===== config.mk =====
export PLATFORM = sky130hd
export DESIGN_NAME = dram_refresh
export DESIGN_NICKNAME = d
export VERILOG_FILES = /design/src/rtl/dram_pkg.sv /design/src/rtl/dram_refresh_timer.sv /design/src/rtl/dram_refresh.sv
export SDC_FILE = /design/constraint.sdc
export NUM_CORES = 1
export LEC_CHECK = 0
export BUFFER_PORTS_ARGS = -buffer_cell sky130_fd_sc_hd__buf_2
export CAP_MARGIN = 20
export CORE_MARGIN = 2
export CORE_UTILIZATION = 30
export DETAILED_ROUTE_END_ITERATION = 8
export MAX_ROUTING_LAYER = met4
export PLACE_DENSITY = 0.55
export SLEW_MARGIN = 40
export SYNTH_ARGS = -nofsm -noshare
export SYNTH_HDL_FRONTEND = slang
export SYNTH_SLANG_ARGS = --single-unit

===== constraint.sdc =====
create_clock -name clk -period 2.37 [get_ports clk]
set_input_delay 0.1185 -clock clk [delete_from_list [all_inputs] [get_ports clk]]
set_output_delay 0.1185 -clock clk [all_outputs]
set_load 0.1 [all_outputs]

===== src/rtl/dram_pkg.sv =====
// Shared definitions for the DRAM refresh engine: state encoding, default
// timing constants and the width of the owed-refresh counter.
package dram_pkg;

   localparam int unsigned DEF_INTERVAL = 500;
   localparam int unsigned DEF_TCSR     = 1;
   localparam int unsigned DEF_TRAS     = 3;
   localparam int unsigned DEF_TRP      = 2;
   localparam int unsigned DEF_MAXPEND  = 4;

   localparam int unsigned PEND_W = 3;

   typedef enum logic [2:0] {
      IDLE    = 3'd0,
      REQ     = 3'd1,
      CAS_LOW = 3'd2,
      RAS_LOW = 3'd3,
      PRECHG  = 3'd4
   } refState_t;

endpackage


===== src/rtl/dram_refresh_timer.sv =====
// Free-running interval down-counter. Reloads INTERVAL-1 on reset and when it
// reaches zero; tick is high for the single cycle the counter sits at zero.
module dram_refresh_timer
   import dram_pkg::*;
#(
   parameter int unsigned INTERVAL = DEF_INTERVAL
) (
   input  logic clk,
   input  logic RESET,
   output logic tick
);

   localparam logic [15:0] RELOAD = 16'(INTERVAL - 1);

   logic [15:0] count;

   // count down, wrapping back to the reload value after the zero cycle
   always_ff @(posedge clk or posedge RESET) begin
      if (RESET)
         count <= RELOAD;
      else if (count == 16'd0)
         count <= RELOAD;
      else
         count <= count - 16'd1;
   end

   assign tick = (count == 16'd0);

endmodule


===== src/rtl/dram_refresh.sv =====
// CAS-before-RAS refresh engine. Counts refresh intervals, tracks owed
// refreshes, requests the DRAM from the access state machine and drives the
// broadcast refresh strobes once granted.
// Optional feature macro: DRAM_REFRESH_URGENT_EN adds the URGENT output.
//
// state   | meaning
// --------+---------------------------------------------------------
// IDLE    | nothing owed, REFREQ low, strobes high
// REQ     | refresh owed, REFREQ high, waiting for REFACK
// CAS_LOW | nREFCAS low for TCSR clocks
// RAS_LOW | nREFCAS and nREFRAS low for TRAS clocks (entry = commit)
// PRECHG  | both strobes high for TRP clocks, then chain/REQ/IDLE
module dram_refresh
   import dram_pkg::*;
#(
   parameter int unsigned INTERVAL = DEF_INTERVAL,
   parameter int unsigned TCSR     = DEF_TCSR,
   parameter int unsigned TRAS     = DEF_TRAS,
   parameter int unsigned TRP      = DEF_TRP,
   parameter int unsigned MAXPEND  = DEF_MAXPEND
) (
   input  logic              clk,
   input  logic              RESET,
   input  logic              REFACK,
   output logic              REFREQ,
   output logic              nREFRAS,
   output logic              nREFCAS,
   output logic [PEND_W-1:0] PENDING,
   output logic              OVERRUN
`ifdef DRAM_REFRESH_URGENT_EN
   ,
   output logic              URGENT
`endif
);

   localparam logic [2:0]        CSR_LOAD = 3'(TCSR - 1);
   localparam logic [2:0]        RAS_LOAD = 3'(TRAS - 1);
   localparam logic [2:0]        RP_LOAD  = 3'(TRP - 1);
   localparam logic [PEND_W-1:0] PEND_MAX = PEND_W'(MAXPEND);

   refState_t         state;
   refState_t         nextState;
   logic [2:0]        phase;
   logic [2:0]        nextPhase;
   logic              tick;
   logic              commit;
   logic [PEND_W-1:0] pendNext;
   logic              overrunSet;
   logic              reqNext;
   logic              rasNext;
   logic              casNext;

   dram_refresh_timer #(
      .INTERVAL (INTERVAL)
   ) uTimer (
      .clk   (clk),
      .RESET (RESET),
      .tick  (tick)
   );

   // next state and phase; the phase counter is reloaded on every timed state entry
   always_comb begin
      nextState = state;
      nextPhase = phase;
      commit    = 1'b0;
      case (state)
         IDLE: begin
            if (PENDING != '0)
               nextState = REQ;
         end
         REQ: begin
            if (REFACK) begin
               nextState = CAS_LOW;
               nextPhase = CSR_LOAD;
            end
         end
         CAS_LOW: begin
            if (phase == 3'd0) begin
               nextState = RAS_LOW;
               nextPhase = RAS_LOAD;
               commit    = 1'b1;
            end else begin
               nextPhase = phase - 3'd1;
            end
         end
         RAS_LOW: begin
            if (phase == 3'd0) begin
               nextState = PRECHG;
               nextPhase = RP_LOAD;
            end else begin
               nextPhase = phase - 3'd1;
            end
         end
         PRECHG: begin
            if (phase == 3'd0) begin
               if (PENDING == '0) begin
                  nextState = IDLE;
               end else if (REFACK) begin
                  nextState = CAS_LOW;
                  nextPhase = CSR_LOAD;
               end else begin
                  // grant withdrawn mid-sequence: ask again rather than chain
                  nextState = REQ;
               end
            end else begin
               nextPhase = phase - 3'd1;
            end
         end
         default: begin
            nextState = IDLE;
            nextPhase = 3'd0;
         end
      endcase
   end

   // strobe and request levels decoded from the next state so the outputs come straight from flops
   always_comb begin
      reqNext = (nextState != IDLE);
      casNext = !((nextState == CAS_LOW) || (nextState == RAS_LOW));
      rasNext = (nextState != RAS_LOW);
   end

   // owed-refresh bookkeeping; a tick and a commit in the same cycle cancel
   always_comb begin
      pendNext   = PENDING;
      overrunSet = 1'b0;
      if (tick && !commit) begin
         if (PENDING == PEND_MAX)
            overrunSet = 1'b1;
         else
            pendNext = PENDING + PEND_W'(1);
      end else if (commit && !tick) begin
         pendNext = PENDING - PEND_W'(1);
      end
   end

   // state, phase and registered outputs; reset forces strobes high at once
   always_ff @(posedge clk or posedge RESET) begin
      if (RESET) begin
         state   <= IDLE;
         phase   <= 3'd0;
         REFREQ  <= 1'b0;
         nREFRAS <= 1'b1;
         nREFCAS <= 1'b1;
         PENDING <= '0;
         OVERRUN <= 1'b0;
      end else begin
         state   <= nextState;
         phase   <= nextPhase;
         REFREQ  <= reqNext;
         nREFRAS <= rasNext;
         nREFCAS <= casNext;
         PENDING <= pendNext;
         OVERRUN <= OVERRUN | overrunSet;
      end
   end

`ifdef DRAM_REFRESH_URGENT_EN
   localparam logic [PEND_W-1:0] PEND_URG = PEND_W'(MAXPEND - 1);

   // early warning to the access state machine when the backlog is nearly full
   always_ff @(posedge clk or posedge RESET) begin
      if (RESET)
         URGENT <= 1'b0;
      else
         URGENT <= (PENDING >= PEND_URG);
   end
`endif

endmodule


== Word level (Yosys, flattened, before mapping) ==
Index checks and enable logic that the tools add are counted.
Word-level totals
  bits in registers: 29
  bits of input ports: 3
  output and inout port bits: 7
Operators by class
  add/sub/neg operators: 4
  equality and inequality tests: 10
  multiplexer cells: 22
  bitwise operators: 2
  reductions and logical operators: 15
Operator list (number)
  3-bit 2-to-1 mux: 13
  3-bit case mux with 5 select lines: 2
  16-bit logical NOT: 1
  16-bit 2-to-1 mux: 1
  16-bit by 1-bit subtractor with 16-bit output, second input constant: 1
  3-bit by 2-bit == test with 1-bit output, second input constant: 4
  3-bit logical NOT: 3
  3-bit == test, second input constant: 2
  3-bit nonzero test: 2
  3-bit by 1-bit subtractor with 3-bit output, second input constant: 2
  1-bit 2-to-1 mux: 4
  2-bit 2-to-1 mux: 2
  2-bit AND reduction: 2
  3-bit by 1-bit adder with 3-bit output, second input constant: 1
  3-bit by 1-bit == test with 1-bit output, second input constant: 1
  1-bit logical NOT: 3
  3-bit by 2-bit inequality test with 1-bit output, second input constant: 1
  3-bit inequality test, second input constant: 1
  1-bit logical AND: 2
  2-bit inequality test, second input constant: 1
  2-bit nonzero test: 1
  1-bit logical OR: 1
  1-bit inverter: 1
  1-bit OR: 1

== Depth between registers and ports, before layout ==
Gate-level depths: netlist of the first run.
  depth in word-level cells: 7
  depth in mapped cells: 11
  mapped depth without buffers: 10

== Cells and area by module ==
Synthesis of the first run repeated with hierarchy kept, for this count alone.
Unflattened totals
  cells, all modules: 170
  area total of the unflattened synthesis: 1712.9 um2
Modules (own cells, without submodules)
  dram_refresh: times used 1, cells each 92, area each 895.9 um2, sequential area each 327.8 um2
  dram_refresh_timer: times used 1, cells each 78, area each 817.0 um2, sequential area each 409.1 um2

== Worst setup path after synthesis of the first run ==
OpenSTA, ideal clock, no wires.
  path kind: reg2reg
  start: register uTimer.count[4]
  end: register PENDING[2]
  library setup time: 0.121 ns
  data arrival time: 2.255 ns
  required time: 2.249 ns
  path slack: -0.006 ns
  stages on the path, launching flop included: 9
  buffers on the path: 1
  cell sequence: dfstp_2 > nor4_4 > and4_2 > clkbuf_1 > nand2_1 > fa_1 > nor4_1 > mux2i_1 > a2bb2oi_1
On the way
  word-level cells in the longest chain between the ends: 5
  elaborated cells between the ends (all ways): 8
Ends and longest elaborated chain
  start, declared: RTL line dram_refresh_timer.sv:15  | logic [15:0] count;
  start signal, assigned: RTL line dram_refresh_timer.sv:24  | count <= count - 16'd1;
  16-bit logical NOT (*): RTL line dram_refresh_timer.sv:27  | assign tick = (count == 16'd0);
  1-bit logical NOT: RTL line dram_refresh.sv:132  | end else if (commit && !tick) begin
  1-bit logical AND: RTL line dram_refresh.sv:132
  2-bit nonzero test (no source line)
  2-bit AND reduction (no source line)
  end signal, assigned: RTL line dram_refresh.sv:153  | PENDING <= pendNext;
  end, declared: RTL line dram_refresh.sv:28  | output logic [PEND_W-1:0] PENDING,
Mark *: on every way between the ends. The rest lies on a longest branch, timed or not.
A chain may end at the register's enable or synchronous reset.

== Worst setup path in the final report of the first run ==
  start: register uTimer.count[12]
  end: register PENDING[2]
Same word-level chain as after synthesis.

==> flow_summary_export.csv, run 1 <==
group,metric,value,unit
clocking,insertion_delay,280,ps
timing,fin_crit,2140,ps
die,rows,27,
layout,fillCellCount,575,
grt,grt_pass1_vias,1368,
yosys,synth_ff_type,"dfrtp_1",
yosys,ys_async_sr_fraction,100,%
yosys,yosys.area.top_type,"dfrtp_1",
grt,grtUsageTotal,13.5,%
layout,drive_gt1_share,25.2,%
yosys,ys_ff_latch,29,
grt,antenna_found_initial,0,
timing,max_freq,468,MHz
detailed_routing,route.detailed.wl_per_inst,13.7,um
critical_path,cpMostUsedCell,"nor4_2",
detailed_routing,viasPerCell,5.11,
layout,fin_nets,209,
grt,grt_pass1_wl,6380,um
yosys,synthTopCellsByArea,"dfrtp_1, dfstp_2, nand2_1",
clocking,postCtsSetupBuffers,0,
yosys,ys_types,48,
timing,worstMarginPinSlew,491,ps
critical_path,crit_path_start_kind,"register",
critical_path,cp_slowest_stage_delay,420,ps
critical_path,reg2reg_slack,230,ps
timing,rsz0062_at_grt,"false",
critical_path,path_max_fanout,4,
clocking,numClockSinks,29,
pwr,power.density,1200,nW/um2
worst_hold_path,hp-class,"input pin to register",
critical_path,crit_path_top_delay_cell,"dfrtp_1",
worst_hold_path,min_to,"state[0]",
clocking,clk_path_buf_depth,2,
critical_path,rr_worst_depth,7,
yosys,synth-edff-count,0,
yosys,seq_area_frac_synth,43.4,%
detailed_routing,ant_nets,0,
timing,setup_viol,0,
yosys,synth_top_area_share,29.5,%
timing,hold_viol,0,
critical_path,critPathLaunch,"uTimer.count[12]",
clocking,clockRootBuffer,"clkbuf_8",
clocking,cts_made_buffers,5,
placement,dpl.cell_count,265,
timing,final.setup.tns,0,ps
timing,drv_slew,0,
clocking,htreeDepth,2,
worst_hold_path,whs_path_depth,3,
pwr,peakVddDrop,0.000733,V
timing,period_share,90.2,%
placement,port_buffers,9,
grt,grt_max_degree,30,
run_status,status,"finished clean",
detailed_routing,drtIter0Drc,52,
critical_path,crit_path_end_kind,"register",
critical_path,worstPathRequired,2540,ps
yosys,postSynthNetCount,186,
layout,seqCellArea,737,um2
detailed_routing,totalWireLength,3740,um
placement,finalWeightedCongestion,0.854,
timing,hold_ws,265,ps
critical_path,crit_chain,"nor4_2 > and4_2 > nand2_1 > fa_2 > nor4_2 > mux2i_1 > a2bb2oi_1",
yosys,yosys_warnings,0,
detailed_routing,dr_total_vias,1401,
layout,syn_to_final_growth,19.2,%
yosys,syn_area,1700,um2
placement,hpwl,2660,um
pwr,p_leak,0.000887,uW
critical_path,r2r_start,"uTimer.count[12]",
die,core,5470,um2
layout,design_area,2020,um2
clocking,clk_pin_slew,60,ps
detailed_routing,drc,0,
die,dieHeight,79.2,um
timing,fin_skew,2.54,ps
timing,maxSlewHeadroom,67.0,%
layout,multi_input_area,888,um2
worst_hold_path,min-delay-start,"REFACK",
grt,grt-ovfl-total,0,
run,drv_cap,0,
die,initial_utilization,31.0,%
critical_path,crit_arrival,2310,ps
critical_path,path_class,"register to register",
placement,place_area,1900,um2
die,die_w,79.2,um
critical_path,worstReg2RegEnd,"PENDING[2]",
layout,n_antenna_cell,0,
die,dieArea,6270,um2
layout,stdcell_count,274,
die,ioPinCount,10,
yosys,syn_inst,178,
detailed_routing,drt-pass1-iter-count,4,
clocking,cts_tree,"built",
yosys,synth.avg_cell_area,9.53,um2
per-stage QoR:
stage | worst slack [ps] | utilization [%] | power [uW]
6_report | 233 | 36.9 | 2430
5_1_grt | 20.7 | 36.9 | 2580
4_1_cts | 106 | 36.7 | 2440
3_5_place_dp | 117 | 34.6 | 1960
3_3_place_gp | 112 | 34.6 | 1960
2_1_floorplan | 0.986 | - | 1670
worst max-delay path: cells and delay by family (launching register included):
family / cells / cell delay (ps)
compound gates: 1 / 130
fa+ha+maj: 1 / 380
simple gates: 4 / 990
mux: 1 / 100
flops: 1 / 420
routing by layer:
layer	GRT usage (%)	vias to the layer above	wire (um)
li1	-	687	-
met1	17.0	681	1780
met2	20.3	23	1730
met3	3.41	10	136
met4	6.38	0	97
met5	-	-	0
timing repair:
item                                    in CTS  in global routing
resized for setup                            0                  3
hold endpoints to repair                    20                  0
hold buffers                                 1                  0
endpoints found under the setup margin       0                  1
cell families after synthesis:
group	share of synthesized area, %
buf+inv	5.09
flops	43.4
xor+xnor	4.65
fa+ha+maj	4.13
mux	1.77
compound gates	16.6
simple gates	24.3
cells in the mapped netlist (all sizes together) (5+ instances only):
library cell   n
dfstp          9
o21ai          6
nor2          13
nand3          5
nand2         18
a21oi         11
inv           14
xor2           7
nor4           5
dfrtp         20
clkbuf         6
layout by cell type (no fill, tap or decap), drive strengths merged, types with 4 or more instances in the layout:
cell	netlist	final
buf	1	22
dfrtp	20	20
nand2	18	18
inv	14	14
nor2	13	13
a21oi	11	11
dfstp	9	9
xor2	7	7
clkbuf	6	7
o21ai	6	6
nand3	5	5
nor4	5	5
o31ai	4	4
ha	4	4
sequential cells by signal, indices dropped and copies added (netlist names):
signal	flops
uTimer.count	16
nREFRAS	1
PENDING	3
OVERRUN	1
state	3
phase	3
nREFCAS	1
REFREQ	1
cell type report:
cell class	count	share of cell area [%]
multi-input combinational	128	43.9
inverter	14	2.60
clock buffer	7	4.76
clock inverter	1	0.248
timing repair buffer	23	7.55
tap	72	4.46
sequential	29	36.4
worst max path at each step:
stage / to / depth (start not counted) / slack [ps]
after floorplan: PENDING[2] / 8 / 1
after global placement: PENDING[2] / 7 / 110
after detailed placement: PENDING[2] / 7 / 120
after CTS: PENDING[2] / 7 / 110
after global routing: PENDING[2] / 9 / 20
final: PENDING[2] / 7 / 230
power by group:
group	switching, uW	total, uW	internal [uW]
clock	194	456	262
sequential	65.2	675	610
combinational	879	1300	418
Note: power is estimated with default switching activity, not from simulation.
==> run 2, diff against run 1 <==
Settings changed: PLACE_DENSITY 0.55 to 0.53.
==> run 2 against run 1 <==
- clock-buffer cell count unchanged
- highest routed layer unchanged
- non-clock buffer count unchanged
- first-iteration DRC count up 15%
- worst hold slack worse by 15 ps
- cell area down 0.43%
- power down 1.9%
- critical path depth up 1
- maximum frequency down 3.5%
- die area unchanged
- global-route usage up 0.40 points
- utilization down 0.16 points
==> flow_summary_export.csv, run 2 (synthesized netlist as in run 1, its figures left out) <==
group,metric,value,unit
run_status,status,"finished clean",
die,initial_utilization,31.0,%
grt,grt-ovfl-total,0,
layout,n_antenna_cell,0,
worst_hold_path,whs_path_depth,3,
grt,grt_max_degree,30,
run,drv_cap,0,
die,dieHeight,79.2,um
die,ioPinCount,10,
clocking,clk_pin_slew,70,ps
layout,layout_common_cells,"dfrtp_1, nand2_1, inv_1, nor2_1, buf_4",
critical_path,r2r_start,"uTimer.count[12]",
clocking,cts_made_buffers,5,
worst_hold_path,min_to,"state[0]",
critical_path,worstReg2RegEnd,"PENDING[2]",
timing,worstMarginPinSlew,472,ps
detailed_routing,drt-pass1-iter-count,4,
clocking,insertion_delay,280,ps
critical_path,worstPathRequired,2550,ps
detailed_routing,viasPerCell,5.03,
critical_path,crit_arrival,2390,ps
pwr,power.density,1180,nW/um2
worst_hold_path,min-delay-start,"REFACK",
layout,fin_util,36.8,%
timing,fin_skew,6.23,ps
detailed_routing,route.detailed.wl_per_inst,13.4,um
critical_path,reg2reg_slack,160,ps
pwr,peakVddDrop,0.000603,V
grt,grtUsageTotal,13.9,%
layout,largest_register_ffs,16,
die,dieArea,6270,um2
critical_path,path_max_fanout,4,
clocking,clockRootBuffer,"clkbuf_8",
timing,max_freq,452,MHz
clocking,htreeDepth,2,
layout,stdcell_count,274,
timing,final.setup.tns,0,ps
clocking,numClockSinks,29,
detailed_routing,totalWireLength,3690,um
timing,drv_slew,0,
placement,hpwl,2690,um
placement,dpl.cell_count,265,
placement,finalWeightedCongestion,0.808,
die,core,5470,um2
timing,rsz0062_at_grt,"false",
timing,fin_crit,2210,ps
timing,period_share,93.4,%
layout,fin_nets,209,
grt,grt_pass1_vias,1339,
detailed_routing,ant_nets,0,
detailed_routing,dr_total_vias,1379,
pwr,p_leak,0.000887,uW
die,die_w,79.2,um
critical_path,crit_path_start_kind,"register",
layout,drive_gt1_share,24.3,%
timing,maxSlewHeadroom,68.3,%
clocking,cts_tree,"built",
layout,syn_to_final_growth,18.7,%
placement,port_buffers,9,
grt,antenna_found_initial,0,
worst_hold_path,hp-class,"input pin to register",
timing,hold_viol,0,
clocking,clk_path_buf_depth,2,
layout,largest-register,"uTimer.count",
grt,grt_pass1_wl,6490,um
timing,setup_viol,0,
critical_path,path_class,"register to register",
layout,layout_commonest_cell,"dfrtp_1",
detailed_routing,drc,0,
critical_path,rr_worst_depth,8,
critical_path,crit_path_end_kind,"register",
die,rows,27,
detailed_routing,drtIter0Drc,60,
-- run 2: cell count changes in the layout (fill, tap and decap cells not counted) --
cell	before	now
nor4_1	1	2
fa_1	0	1
nor4_2	2	1
fa_2	1	0
-- run 2: area by class of cell --
class,instances,area [um2]
Clock buffer,7,96.3
Clock inverter,1,5.00
Fill cell,571,3460
Inverter,14,52.6
Multi-Input combinational cell,128,880
Sequential cell,29,737
Tap cell,72,90.1
Timing Repair Buffer,23,153
-- run 2: worst max path at each step --
stage                      from  cells after the start         end
6_report       uTimer.count[12]                      8  PENDING[2]
2_1_floorplan   uTimer.count[2]                      8  PENDING[2]
3_3_place_gp   uTimer.count[12]                      8  PENDING[2]
3_5_place_dp   uTimer.count[12]                      8  PENDING[2]
5_1_grt        uTimer.count[12]                      8  PENDING[2]
4_1_cts        uTimer.count[12]                      8  PENDING[2]
-- run 2: critical path: stages, from the launching register on --
cell and delay (ps):
dfrtp_1 410, nor4_2 270, buf_4 150, and4_2 230, nand2_1 90, fa_1 420, nor4_1 280, mux2i_1 110
a2bb2oi_1 130
-- run 2: stage by stage --
stage | setup slack (ps) | total power (uW) | hold WS [ps] | instance area [um2]
final | 156 | 2380 | 250 | 2010
after floorplan | 0.986 | 1670 | 190 | 1700
after global placement | 141 | 1940 | 223 | 1900
after detailed placement | 158 | 1940 | 216 | 1900
after CTS | 132 | 2420 | 243 | 2010
after global routing | 12.8 | 2570 | 275 | 2010
-- run 2: where the power goes --
part / switching [uW] / total, uW / internal [uW] / leakage [uW]
sequential: 85.0 / 695 / 610 / 0.000353
clock: 192 / 454 / 262 / 0.0000542
combinational: 841 / 1230 / 391 / 0.000479
-- run 2: metal layers --
metal  GRT usage [%]  up-vias  wire (um)
met5               -        -          0
met4            7.24        0         82
met3            3.07        7        105
met2            20.8       20       1780
met1            17.6      667       1720
li1                -      685          -
-- run 2: what timing repair did --
| action | 4_1_cts | 5_1_grt |
|---|---|---|
| hold buffers | 1 | 0 |
| setup endpoints to repair | 0 | 1 |
| endpoints found under the hold margin | 20 | 0 |
| gates resized for setup | 0 | 1 |
| setup buffers | 0 | 0 |
